File: src/rtl/terminate_ctrl.sv
// terminate_ctrl: drain-window termination controller with cycle-budget watchdog.
// Define TERMINATE_CTRL_FINISH_EN to print the cause and call $finish one edge after DONE.
module terminate_ctrl #(
    parameter int DRAIN_CYCLES    = 16,
    parameter int WATCHDOG_CYCLES = 1000000,
    parameter int CNT_W           = 32
) (
    input  logic             clk,
    input  logic             rst,
    input  logic             a,
    input  logic             activity,
    output logic             done,
    output logic             timeout,
    output logic [1:0]       state,
    output logic [CNT_W-1:0] cycle_count
);
    localparam int DW = DRAIN_CYCLES > 0 ? $clog2(DRAIN_CYCLES + 1) : 1;
    localparam logic [DW-1:0] DRAIN_LD = DW'(DRAIN_CYCLES);
    // a budget the counter can never reach is treated as disabled
    localparam logic WD_EN = WATCHDOG_CYCLES > 0 && (64'(WATCHDOG_CYCLES) >> CNT_W) == 64'd0;
    localparam logic [CNT_W-1:0] WD_VAL = CNT_W'(WATCHDOG_CYCLES);

    typedef enum logic [1:0] {RUN = 2'd0, DRAIN = 2'd1, DONE = 2'd2} state_t;

    state_t st, st_n;
    logic [DW-1:0] cnt, cnt_n;
    logic [CNT_W-1:0] cc_n;
    logic to_n, wd_hit;

    always_comb begin
        cc_n = &cycle_count ? cycle_count : cycle_count + 1'b1;
        wd_hit = WD_EN && cc_n == WD_VAL;
        st_n = st;
        cnt_n = cnt;
        to_n = timeout;
        case (st)
            RUN: if (a) begin
                st_n = DRAIN;
                cnt_n = DRAIN_LD;
            end
            DRAIN: if (activity) cnt_n = DRAIN_LD;
                   else if (cnt == '0) st_n = DONE;
                   else cnt_n = cnt - 1'b1;
            default: ;
        endcase
        // graceful completion already selected DONE, so the watchdog only claims the remaining cases
        if (st != DONE && st_n != DONE && wd_hit) begin
            st_n = DONE;
            to_n = 1'b1;
        end
    end

    always_ff @(posedge clk or posedge rst) begin
        if (rst) begin
            st <= RUN;
            cnt <= '0;
            cycle_count <= '0;
            timeout <= 1'b0;
        end else begin
            st <= st_n;
            cnt <= cnt_n;
            timeout <= to_n;
            if (st != DONE) cycle_count <= cc_n;
        end
    end

    assign state = st;
    assign done = st == DONE;

`ifdef TERMINATE_CTRL_FINISH_EN
    logic fin;
    always_ff @(posedge clk or posedge rst) begin
        if (rst) fin <= 1'b0;
        else begin
            if (st != DONE && st_n == DONE)
                $display("[t=%0t] terminate: %s cycles=%0d", $time, to_n ? "timeout" : "graceful", cc_n);
            fin <= st != DONE && st_n == DONE;
            if (fin) $finish;
        end
    end
`endif
endmodule

File: config.mk
export PLATFORM = sky130hd
export DESIGN_NAME = terminate_ctrl
export DESIGN_NICKNAME = d
export VERILOG_FILES = /design/src/rtl/terminate_ctrl.sv
export SDC_FILE = /design/constraint.sdc
export NUM_CORES = 1
export LEC_CHECK = 0
export CORE_MARGIN = 4
export CORE_UTILIZATION = 45
export CTS_BUF_LIST = sky130_fd_sc_hd__clkbuf_4 sky130_fd_sc_hd__clkbuf_8 sky130_fd_sc_hd__clkbuf_16
export DETAILED_ROUTE_END_ITERATION = 6
export GPL_TIMING_DRIVEN = 1
export PLACE_DENSITY_LB_ADDON = 0.2
export SLEW_MARGIN = 20
export SYNTH_ARGS = -nofsm -noshare
export SYNTH_HDL_FRONTEND = slang
export SYNTH_SLANG_ARGS = --single-unit
File: constraint.sdc
create_clock -name clk -period 3.6 [get_ports clk]
set_input_delay 0.72 -clock clk [delete_from_list [all_inputs] [get_ports clk]]
set_output_delay 0.72 -clock clk [all_outputs]
set_load 0.02 [all_outputs]
==> qor.csv, run 1 <==
metric;value;unit
port_buffers;39;
rsz0062_at_grt;no;
relSlewSlack;0.447;
yosysTopAreaCellShare;0.370;
hold_violations;0;
yosysTopAreaCell;dfrtp_1;
n_antenna_cell;0;
async_flop_share;1.00;
grt_pass1_wl;11600;um
setup_tns;0;ns
rows;27;
maxCapViolations;0;
post_cts_buffers;0;
ctsLongestPathBuffers;2;
yosys_warnings;0;
met3_length;435;um
h-tree-depth;2;
arrival;3.32;ns
dpl-instance-area;3130;um2
grt.total_usage;0.196;
critical_path.max_stage_delay;0.53;ns
final_cells;417;
firstDrtPassIters;4;
leakage;0.00129;uW
path_max_fanout;11;
synth_cell_types;50;
syn-cell-area;2700;um2
tightest_slew;0.829;ns
cts.sinks;40;
nets;351;
antenna_found_initial;0;
die_x;85.5;um
gp_congestion;0.929;
clock_latency;0.30;ns
syn_nets;319;
crit_path_top_delay_cell;and4_1;
grt_pass1_vias;2196;
area_delta_synth_final;21.6;%
cts_tree;yes;
cts_resized;0;
initial_core_util;0.476;
critPathTopFamily;simple AND/OR/NAND/NOR gates;
fmax;317;MHz
antenna_left;0;
critPathCaptureType;register;
coreArea;5680;um2
viasPerCell;5.79;
root_buffer;clkbuf_8;
powerDensity;541;nW/um2
drive_gt1_frac;0.0754;
clk_pin_slew;0.08;ns
routed.top_layer;met4;
fin_ws;0.441;ns
min_period;3.16;ns
cts_hold_buffers;0;
dp_cells;409;
criticalPathCategory;register to register;
wl_met2;3000;um
met1Wirelength;3360;um
routed-via-count;2413;
post-place-ws;0.476;ns
synth_edf_count;0;
vdd_drop_max;305;uV
synth-seq-cells;40;
grt_start_max_net_pins;23;
ys_seq_area_frac;0.370;
fill_cells;526;
avgRoutedWirePerCell;16.5;um
ys_top_cells_by_area;dfrtp_1, xnor2_1, nand2_1;
slew_viol_final;0;
synthFlopType;dfrtp_1;
dpl.hpwl;5070;um
cp.required;3.76;ns
crit_chain;ha_1 > and4_1 > and4_1 > nand3_2 > a211o_1 > a2111oi_2 > nand4_1 > nor4b_2 > a21oi_1;
fin_crit_sh;0.877;
drc;0;
setup_viol;0;
die_h;85.5;um
fin_worst_skew;0.00515;ns
cp_num_buf_inv;0;
cts_made_buffers;5;
pin_count;40;
grt_overflow;0;
wl;6870;um
startpoint_type;register;
fp.dieArea;7310;um2
fin_area;3290;um2
cpMostUsedCell;and4_1;
status;finished, final reports clean;
drt_iter0_drc;247;
avgSynthCellArea;8.66;um2
utilization;0.579;
syn_inst;312;
hold_path.class;register to register;
power by group:
| group | leakage, uW | switching [uW] | internal [uW] |
|---|---|---|---|
| Sequential | 0.000534 | 133 | 523 |
| Combinational | 0.000683 | 345 | 265 |
| Clock | 0.0000784 | 165 | 347 |
| Total | 0.00129 | 643 | 1130 |
routing by layer:
layer | track usage | vias up
li1 | - | 1183
met1 | 0.301 | 1135
met2 | 0.290 | 89
met3 | 0.0336 | 6
met4 | 0.0432 | 0
met5 | 0 | -
stage by stage:
step / total power [uW] / hold WS [ns]
6_report: 1780 / 0.481
3_3_place_gp: 1270 / 0.462
3_5_place_dp: 1280 / 0.464
4_1_cts: 1790 / 0.483
5_1_grt: 1900 / 0.520
2_1_floorplan: 1060 / 0.504
cell usage after synthesis, types with 2 or more instances:
library cell  instances
dfrtp_1              40
nand2_1              35
nor2_1               25
xnor2_1              25
nand3_1              21
nand4_1              14
xor2_1               14
buf_2                13
nor3_1               13
nor4_1               11
and3_1               10
o21ai_0               9
a21oi_1               8
inv_1                 8
a31oi_1               5
and4_1                5
clkbuf_1              4
nand2b_1              4
a211oi_1              3
buf_4                 3
ha_1                  3
o31ai_1               3
a2bb2oi_1             2
mux2i_1               2
nor3b_1               2
nor4b_1               2
o211ai_1              2
or2_2                 2
or3_1                 2
or4_1                 2
registers in the layout, summed over array words and instances, names as in the netlist:
register     count
cnt              5
cycle_count     32
state            2
timeout          1
cells in the final DEF, fill, tap and decap left out, types with 3 or more instances in the layout:
| cell type | n |
|---|---|
| nor4_1 | 10 |
| a21oi_1 | 8 |
| and4_1 | 5 |
| nand2b_1 | 4 |
| xor2_1 | 14 |
| nand3_1 | 21 |
| nor2_1 | 25 |
| bufinv_16 | 3 |
| nand2_1 | 35 |
| clkdlybuf4s50_1 | 39 |
| and3_1 | 10 |
| xnor2_1 | 25 |
| a31oi_1 | 5 |
| ha_1 | 3 |
| nor3_1 | 13 |
| clkbuf_8 | 5 |
| dfrtp_1 | 40 |
| a211oi_1 | 3 |
| buf_4 | 7 |
| o21ai_0 | 9 |
| inv_1 | 8 |
| nand4_1 | 14 |
| o31ai_1 | 3 |
final timing paths:
check	startpoint	to	slack [ns]	depth (start not counted)
min	timeout	timeout	0.48	1
min in group asynchronous	rst	cycle_count[22]	0.88	2
min reg2reg	timeout	timeout	0.48	1
max reg2reg	cycle_count[0]	state[0]	0.44	9
max	cycle_count[0]	state[0]	0.44	9
max in group asynchronous	rst	cycle_count[1]	1.96	3
cells by family (layout without fill, tap and decap cells):
| kind of cell | count (synthesis) | in the layout | synth area share |
|---|---|---|---|
| AND/OR/NAND/NOR | 157 | 157 | 0.314 |
| AO/OA/AOI/OAI | 41 | 41 | 0.110 |
| flip-flops | 40 | 40 | 0.370 |
| XOR/XNOR | 39 | 39 | 0.126 |
| buffers and inverters | 29 | 62 | 0.0532 |
| adder cells (fa/ha/maj) | 3 | 3 | 0.0139 |
| multiplexers | 3 | 3 | 0.0116 |
area by class of cell:
class	instances	area (um2)	share of cell area
well taps	72	90.1	0.0274
multi-input cells	243	1560	0.476
clock buffers	5	68.8	0.0209
repair buffers	46	443	0.135
inverters	8	30.0	0.00914
flip-flops and latches	40	1000	0.305
clock inverters	3	90.1	0.0274
Note: power is estimated with default switching activity, not from simulation.
==> run 2: changes to the inputs <==
ABC_CLOCK_PERIOD_IN_PS = 3600   (was default)
==> results of run 2 <==
The final DEF is identical to that of run 1; final timing and power are the same.
==> run 3: changes to the inputs <==
CORE_ASPECT_RATIO = 0.7   (was default)
PLACE_DENSITY_LB_ADDON = 0.15   (was 0.2)
==> qor.csv, run 3 (synthesis gave the netlist of run 1 again) <==
metric;value;unit;change
fp.dieArea;7330;um2;was 7310 um2
n_antenna_cell;0;;unchanged
slew_viol_final;0;;unchanged
ctsLongestPathBuffers;2;;unchanged
cts.sinks;40;;unchanged
relSlewSlack;0.535;;was 0.447
maxCapViolations;0;;unchanged
status;finished, final reports clean;;unchanged
drc;0;;unchanged
firstDrtPassIters;6;;was 4
startpoint_type;register;;unchanged
fin_area;3190;um2;was 3290 um2
p_comb_frac;0.404;;was 0.343
fmax;297;MHz;was 317 MHz
antenna_left;0;;unchanged
powerDensity;486;nW/um2;was 541 nW/um2
gp_congestion;0.901;;was 0.929
die_h;72.8;um;was 85.5 um
tightest_slew;0.691;ns;was 0.829 ns
nets;349;;was 351
grt_pass1_vias;2378;;was 2196
post_cts_buffers;0;;unchanged
cts_hold_buffers;0;;unchanged
fin_worst_skew;0.00456;ns;was 0.00515 ns
viasPerCell;6.00;;was 5.79
grt_pass1_wl;11900;um;was 11600 um
path_max_fanout;11;;unchanged
clk_pin_slew;0.07;ns;was 0.08 ns
coreArea;5780;um2;was 5680 um2
post-place-ws;0.312;ns;was 0.476 ns
critPathCaptureType;register;;unchanged
routed-via-count;2489;;was 2413
holdPathStages;1;;unchanged
dpl.hpwl;5180;um;was 5070 um
antenna_found_initial;0;;unchanged
die_x;101;um;was 85.5 um
cts_made_buffers;5;;unchanged
pin_count;40;;unchanged
clock_latency;0.29;ns;was 0.30 ns
swShare;0.406;;was 0.362
p_switching;629;uW;was 643 uW
port_buffers;39;;unchanged
grt_overflow;0;;unchanged
min_period;3.37;ns;was 3.16 ns
setup_viol;0;;unchanged
final_common_cell;dfrtp_1;;unchanged
largest_reg_flops;32;;unchanged
p_int;921;uW;was 1130 uW
initial_core_util;0.467;;was 0.476
fin_crit_sh;0.935;;was 0.877
grt.total_usage;0.204;;was 0.196
vdd_drop_max;221;uV;was 305 uV
hold_path.class;register to register;;unchanged
rows;23;;was 27
leakage;0.00124;uW;was 0.00129 uW
hold_violations;0;;unchanged
fin_ws;0.233;ns;was 0.441 ns
p_seq_frac;0.425;;was 0.369
cts_tree;yes;;unchanged
regMostFlops;cycle_count;;unchanged
cts_resized;0;;unchanged
criticalPathCategory;register to register;;unchanged
power;1550;uW;was 1780 uW
root_buffer;clkbuf_8;;unchanged
drive_gt1_frac;0.0618;;was 0.0754
dpl-instance-area;3120;um2;was 3130 um2
h-tree-depth;2;;unchanged
cp.required;3.82;ns;was 3.76 ns
rsz0062_at_grt;no;;unchanged
area_delta_synth_final;17.9;%;was 21.6%
r2r_cells;9;;unchanged
grt_start_max_net_pins;41;;was 23
wl;7000;um;was 6870 um
arrival;3.59;ns;was 3.32 ns
avgRoutedWirePerCell;16.9;um;was 16.5 um
setup_tns;0;ns;unchanged
drt_iter0_drc;190;;was 247
clkPwrFrac;0.172;;was 0.288
final_cell_mix;dfrtp_1, clkdlybuf4s50_1, nand2_1, nor2_1, xnor2_1;;unchanged
[run 3: power by group through the flow]
stage          registers (uW)  logic (uW)  clock network [uW]
2_1_floorplan             657         402                   0
3_3_place_gp              658         619                   0
3_5_place_dp              664         621                   0
4_1_cts                   656         624                 279
5_1_grt                   678         694                 298
6_report                  658         626                 266
[run 3: final timing paths]
check	from	to	slack, ns
hold / removal	timeout	timeout	0.46
max in group asynchronous	rst	cycle_count[10]	2.37
hold reg to reg	timeout	timeout	0.46
setup / recovery	cycle_count[0]	state[1]	0.23
setup reg to reg	cycle_count[0]	state[1]	0.23
min in group asynchronous	rst	cycle_count[5]	0.86
[run 3: layout make-up]
cell class | count | area, um2
sequential | 40 | 1000
tap | 75 | 93.8
clock buffer | 5 | 68.8
fill | 538 | 2600
timing repair buffer | 44 | 428
inverter | 8 | 30.0
multi-input combinational | 243 | 1560
[run 3: metrics by stage]
stage               hold slack, ns  instances   util
floorplan                    0.504        312      -
global placement             0.457        410  0.539
finish                       0.462        415  0.551
global route                 0.487        415  0.551
detailed placement           0.455        410  0.539
CTS                          0.471        415  0.551
[run 3: per-layer routing]
metal,vias to the layer above,GRT usage,share of wire
li1,1181,-,-
met4,0,0.0493,0.011
met1,1186,0.306,0.47
met2,109,0.287,0.42
met5,-,0,0
met3,13,0.0602,0.097
[run 3: critical path, cell delays in order (launching register included)]
cell and delay [ns]:
dfrtp_1 0.48, ha_1 0.33, and4_1 0.34, and4_1 0.53
and2_1 0.38, nor4_1 0.11, nor4_1 0.42, nand4_1 0.16
nor4b_2 0.39, nand2b_1 0.15
